[config.mk]
export PLATFORM = sky130hd
export DESIGN_NAME = pipe_hazard_ctrl
export DESIGN_NICKNAME = d
export VERILOG_FILES = /design/src/rtl/riscv_pkg.sv /design/src/rtl/pipe_hazard_ctrl_fwd_select.sv /design/src/rtl/pipe_hazard_ctrl.sv
export SDC_FILE = /design/constraint.sdc
export NUM_CORES = 1
export LEC_CHECK = 0
export CORE_ASPECT_RATIO = 1.25
export CORE_MARGIN = 2
export CORE_UTILIZATION = 54
export CTS_BUF_LIST = sky130_fd_sc_hd__clkbuf_4 sky130_fd_sc_hd__clkbuf_8
export DETAILED_ROUTE_END_ITERATION = 7
export HOLD_SLACK_MARGIN = 0.02
export PLACE_DENSITY = 0.87
export SLEW_MARGIN = 30
export SYNTH_ARGS = -nofsm -noshare
export SYNTH_HDL_FRONTEND = slang
export SYNTH_SLANG_ARGS = --single-unit
[constraint.sdc]
create_clock -name clk -period 5.65 [get_ports clk]
set_clock_uncertainty 0.05 [all_clocks]
set_input_delay 1.13 -clock clk [delete_from_list [all_inputs] [get_ports clk]]
set_output_delay 1.13 -clock clk [all_outputs]
set_load 0.05 [all_outputs]
[src/rtl/riscv_pkg.sv]
// Shared RV32I decode helpers: opcode constants, forwarding selects and the
// shadow-pipe entry used by the hazard controller.
package riscv_pkg;

    localparam logic [6:0] OP     = 7'b0110011;
    localparam logic [6:0] OP_IMM = 7'b0010011;
    localparam logic [6:0] JALR   = 7'b1100111;
    localparam logic [6:0] LOAD   = 7'b0000011;
    localparam logic [6:0] STORE  = 7'b0100011;
    localparam logic [6:0] BRANCH = 7'b1100011;
    localparam logic [6:0] LUI    = 7'b0110111;
    localparam logic [6:0] JAL    = 7'b1101111;

    typedef enum logic [1:0] {
        FWD_RF  = 2'b00,
        FWD_WB  = 2'b01,
        FWD_MEM = 2'b10
    } fwd_sel_e;

    typedef struct packed {
        logic       valid;
        logic [4:0] rd;
        logic       wr;
        logic       ld;
    } shadow_entry_t;

    function automatic logic uses_rs1(input logic [6:0] opc);
        return opc inside {OP, OP_IMM, JALR, LOAD, STORE, BRANCH};
    endfunction

    function automatic logic uses_rs2(input logic [6:0] opc);
        return opc inside {OP, STORE, BRANCH};
    endfunction

    function automatic logic writes_rd(input logic [6:0] opc);
        return opc inside {OP, OP_IMM, JALR, LOAD, LUI, JAL};
    endfunction

    function automatic logic is_load(input logic [6:0] opc);
        return opc == LOAD;
    endfunction

endpackage

[src/rtl/pipe_hazard_ctrl_fwd_select.sv]
// Operand forwarding select for one source register, evaluated against the
// EX/MEM occupants as they will sit one cycle later.
module fwd_select
    import riscv_pkg::*;
(
    input  shadow_entry_t ex,
    input  shadow_entry_t mem,
    input  logic [4:0]    src,
    input  logic          used,
    output fwd_sel_e      sel
);

    always_comb begin
        sel = FWD_RF;
        if (used) begin
            // A load in EX has no result at MEM yet; its data arrives via WB.
            if (ex.valid && ex.wr && !ex.ld && ex.rd == src)
                sel = FWD_MEM;
            else if (mem.valid && mem.wr && mem.rd == src)
                sel = FWD_WB;
        end
    end

endmodule

[src/rtl/pipe_hazard_ctrl.sv]
// Load-use stall / redirect flush sequencing and registered forwarding selects
// for a 5-stage RV32I pipeline, driven from a shadow record of EX/MEM/WB.
module pipe_hazard_ctrl
    import riscv_pkg::*;
(
    input  logic        clk,
    input  logic        rst_n,
    input  logic        id_valid,
    input  logic [6:0]  id_opcode,
    input  logic [4:0]  id_rd,
    input  logic [4:0]  id_rs1,
    input  logic [4:0]  id_rs2,
    input  logic        ex_redirect,
    output logic        pc_we,
    output logic        ifid_we,
    output logic        ifid_flush,
    output logic        idex_flush,
    output logic [1:0]  fwd_a,
    output logic [1:0]  fwd_b,
    output logic [15:0] stall_cnt
);

    typedef enum logic {RUN, STALL} state_e;

    state_e state_q, state_nxt;

    // sh_q[0]=EX, sh_q[1]=MEM, sh_q[2]=WB
    shadow_entry_t [2:0] sh_q;
    shadow_entry_t       ex_q, mem_q, id_ent, ex_nxt;

    logic             advance, hazard;
    logic [1:0]       op_used;
    logic [1:0][4:0]  op_src;
    fwd_sel_e         op_sel [2];

    assign ex_q  = sh_q[0];
    assign mem_q = sh_q[1];

    always_comb begin
        id_ent.valid = id_valid;
        id_ent.rd    = id_rd;
        id_ent.wr    = writes_rd(id_opcode) && (id_rd != 5'd0);
        id_ent.ld    = is_load(id_opcode);
    end

    assign op_used = {uses_rs2(id_opcode), uses_rs1(id_opcode)};
    assign op_src  = {id_rs2, id_rs1};

    assign hazard = id_valid && ex_q.valid && ex_q.ld && ex_q.wr &&
                    ((op_used[0] && id_rs1 == ex_q.rd) ||
                     (op_used[1] && id_rs2 == ex_q.rd));

    for (genvar i = 0; i < 2; i++) begin : g_fwd
        fwd_select u_fwd (
            .ex   (ex_q),
            .mem  (mem_q),
            .src  (op_src[i]),
            .used (op_used[i]),
            .sel  (op_sel[i])
        );
    end

    // STALL always falls back to RUN: the load has moved to MEM by then.
    always_comb begin
        state_nxt  = RUN;
        pc_we      = 1'b1;
        ifid_we    = 1'b1;
        ifid_flush = 1'b0;
        idex_flush = 1'b0;
        advance    = 1'b1;
        if (ex_redirect) begin
            ifid_flush = 1'b1;
            idex_flush = 1'b1;
            advance    = 1'b0;
        end else if (state_q == RUN && hazard) begin
            pc_we      = 1'b0;
            ifid_we    = 1'b0;
            idex_flush = 1'b1;
            advance    = 1'b0;
            state_nxt  = STALL;
        end
    end

    assign ex_nxt = advance ? id_ent : '0;

    always_ff @(posedge clk or negedge rst_n) begin
        if (!rst_n) begin
            state_q   <= RUN;
            sh_q      <= '0;
            fwd_a     <= FWD_RF;
            fwd_b     <= FWD_RF;
            stall_cnt <= '0;
        end else begin
            state_q <= state_nxt;
            sh_q    <= {sh_q[1], sh_q[0], ex_nxt};
            fwd_a   <= (advance && id_valid) ? op_sel[0] : FWD_RF;
            fwd_b   <= (advance && id_valid) ? op_sel[1] : FWD_RF;
            if (state_q == RUN && state_nxt == STALL && stall_cnt != 16'hFFFF)
                stall_cnt <= stall_cnt + 16'd1;
        end
    end

endmodule

==> run metrics, run 1 <==
run status finished, final reports clean; min cycle time layout slightly below 5 ns; sw frac roughly a quarter; Post-DRT Antenna Nets 0; die area 0.00407 mm2; Syn Nets around 200; met1 WL 1610 um; Final Net Count 250; met3 wire length 269 um; grt ovf 0; crit end category output pin; CTS Buf Count 5; Critical Path RT 4.47 ns; clock share of power between 30% and 40%; area of the multi-input gates 978 um2; row count 24; Tcrit/Tclk final 86.2%; worst hold slack between 0.3 and 0.4 ns; RSZ-0062 raised after global routing no; Final TNS setup 0 ns; Max Cap Viol 0; Finished Layout Cells 263; PortBufs 49; pre-CTS setup slack around 0.83 ns; VDD IR max around 210 uV; Slew headroom 43.1%; Placed Instances 255; Slew Viols, Final 0; Post-Synthesis Cells 171; H-tree depth 2; cell internal pwr roughly 400 uW; layout cell share with drive strength beyond 1 between 10% and 20%; Netlist cell types 43; worst path cell trace clkdlybuf4s50_1 > xor2_1 > nor3_1 > a32o_1 > a21oi_2 > inv_2 > clkdlybuf4s50_1; synthesized area 0.00193 mm2; Seq pwr share about half; I/O pin cnt 50; vias in the first global route between 1500 and 2000; Reg area 901 um2; sequential share of the synthesized area 46.7%; Synth Flop Type dfrtp_1; Post-synth EDFFs 0; Resize count post-CTS 0; setup violators final 0; Power Density 206 mW/mm2; via density per instance 6.03; P_sw 124 uW; initial antenna violation count 0; # clock sinks 36; crit path launch type primary input; Worst-Margin Slew 0.853 ns; highest metal used met4; post-DR wirelength/cell 16.9 um; most frequent CP cell clkdlybuf4s50_1; critical path class primary input to output pin; clk buf depth 2; Pleak 1.10 nW; Clock Pin Slew Worst Setup and Hold Paths 0.06 ns; TritonCTS clock tree done; core area 0.00345 mm2; Skew-Pair Late Insertion Delay around 0.29 ns; Filler Cells Inserted 256; final hold violation count 0; chip height 70.8 um; fin area 0.00254 mm2; First DRT Iteration DRCs 44; global-route wire length before repair between 7000 and 8000 um; delay of the slowest cell on the worst path 0.82 ns; commonest non-fill, non-tap cell in the layout clkdlybuf4s50_1; Cell Area, Placed 0.00244 mm2; Hold Crit Class register to register; Gate power share 11.5%; Max Freq 205 MHz; total power draw ~520 uW; Avg Cell Area, Syn approximately 11 um2; WP data arrival between 3 and 4 ns; Core Util, Final between 70% and 80%; Initial Util 55.9%; pin count of the biggest net entering global routing 37; Post-CTS Setup Bufs 0; via count 1587; Area growth, synth to finish 31.6%; first-pass iteration count of the detailed router 4; post-route setup slack about 0.8 ns; Yosys warnings 0; ANT cells 0; Global Route Usage Sum about a quarter; Synth async-reset ratio 100%; most frequent cells in the layout 49 x clkdlybuf4s50_1, 36 x dfrtp_1, 29 x xor2_1; DRC 0; HPWL Detailed 3380 um; Critical Path Slowest Stage Cell clkdlybuf4s50_1; clock root cell clkbuf_8; GPL Wtd Cong 1.00; Routed WL between 4000 and 5000 um; met2 wire len 2430 um; CTS Hold Bufs 0; die width 57.5 um; number of synthesized register bits 36; CP Max Fanout 8
[kinds of logic after synthesis]
family	count (synthesis)	synth area share [%]
AND/OR/NAND/NOR	77	27.0
XOR/XNOR	35	15.9
AO/OA/AOI/OAI	12	6.62
adder cells (fa/ha/maj)	1	0.648
buffers and inverters	9	2.59
flip-flops	36	46.7
multiplexers	1	0.584
[flip-flops by register name, summed over array words and instances, names as in the netlist]
| signal | flops |
|---|---|
| mem_q | 7 |
| state_q | 1 |
| ex_q | 8 |
| fwd_a | 2 |
| fwd_b | 2 |
| stall_cnt | 16 |
[critical path: cells and delay by family]
kind,cells,cell delay (ns)
AOI/OAI and AO/OA,2,0.47
xor gates and xnor gates,1,0.18
buffers and inverters,3,1.44
and+or+nand+nor,1,0.47
[power by group through the flow]
stage / logic, mW / registers (mW) / clock network (mW)
2_1_floorplan: 0.0254 / 0.271 / 0
3_3_place_gp: 0.0583 / 0.271 / 0
3_5_place_dp: 0.0602 / 0.272 / 0
4_1_cts: 0.0604 / 0.267 / 0.200
5_1_grt: 0.0649 / 0.267 / 0.209
6_report: 0.0603 / 0.267 / 0.197
[path summary, 6_finish.rpt]
path	depth (start not counted)	endpoint	start	slack [ns]
hold reg to reg	0	mem_q[1]	ex_q[1]	0.36
setup / recovery	7	idex_flush	id_rs2[0]	0.78
setup reg to reg	5	stall_cnt[1]	ex_q[5]	3.14
hold / removal	0	mem_q[1]	ex_q[1]	0.36
min in group asynchronous	2	stall_cnt[5]	rst_n	1.21
max in group asynchronous	2	fwd_a[0]	rst_n	4.03
[layout make-up]
cell class                      count  area share [%]
Clock buffer                        8            3.84
Sequential cell                    36            35.5
Inverter                            4           0.591
Tap cell                           39            1.92
Multi-Input combinational cell    126            38.5
Timing Repair Buffer               50            19.6
[per-layer routing]
layer	track usage, %	vias to the layer above
met5	0	-
met4	11.9	0
met3	5.85	11
met2	43.3	74
met1	26.3	774
li1	-	728
[synth_stat cells (3+ instances only)]
| master | count | area [um2] |
|---|---|---|
| dfrtp_1 | 36 | 901 |
| xor2_1 | 29 | 254 |
| nor3_1 | 11 | 55.1 |
| nand2_1 | 8 | 30.0 |
| nor4_2 | 8 | 100 |
| nand3_1 | 6 | 30.0 |
| nor2_1 | 6 | 22.5 |
| xnor2_1 | 6 | 52.6 |
| and2_1 | 5 | 31.3 |
| nand4_1 | 5 | 31.3 |
| nor4_1 | 5 | 31.3 |
| or3_1 | 4 | 25.0 |
| and4_1 | 3 | 26.3 |
| inv_1 | 3 | 11.3 |
Note: power is estimated with default switching activity, not from simulation.
==> run 2: changes to the inputs <==
--- a/config.mk
+++ b/config.mk
@@ -16,3 +16,4 @@
 export SYNTH_ARGS = -nofsm -noshare
 export SYNTH_HDL_FRONTEND = slang
 export SYNTH_SLANG_ARGS = --single-unit
+export TNS_END_PERCENT = 100
==> results of run 2 <==
Same layout as run 1: the final DEF is identical, and so are final timing and power.
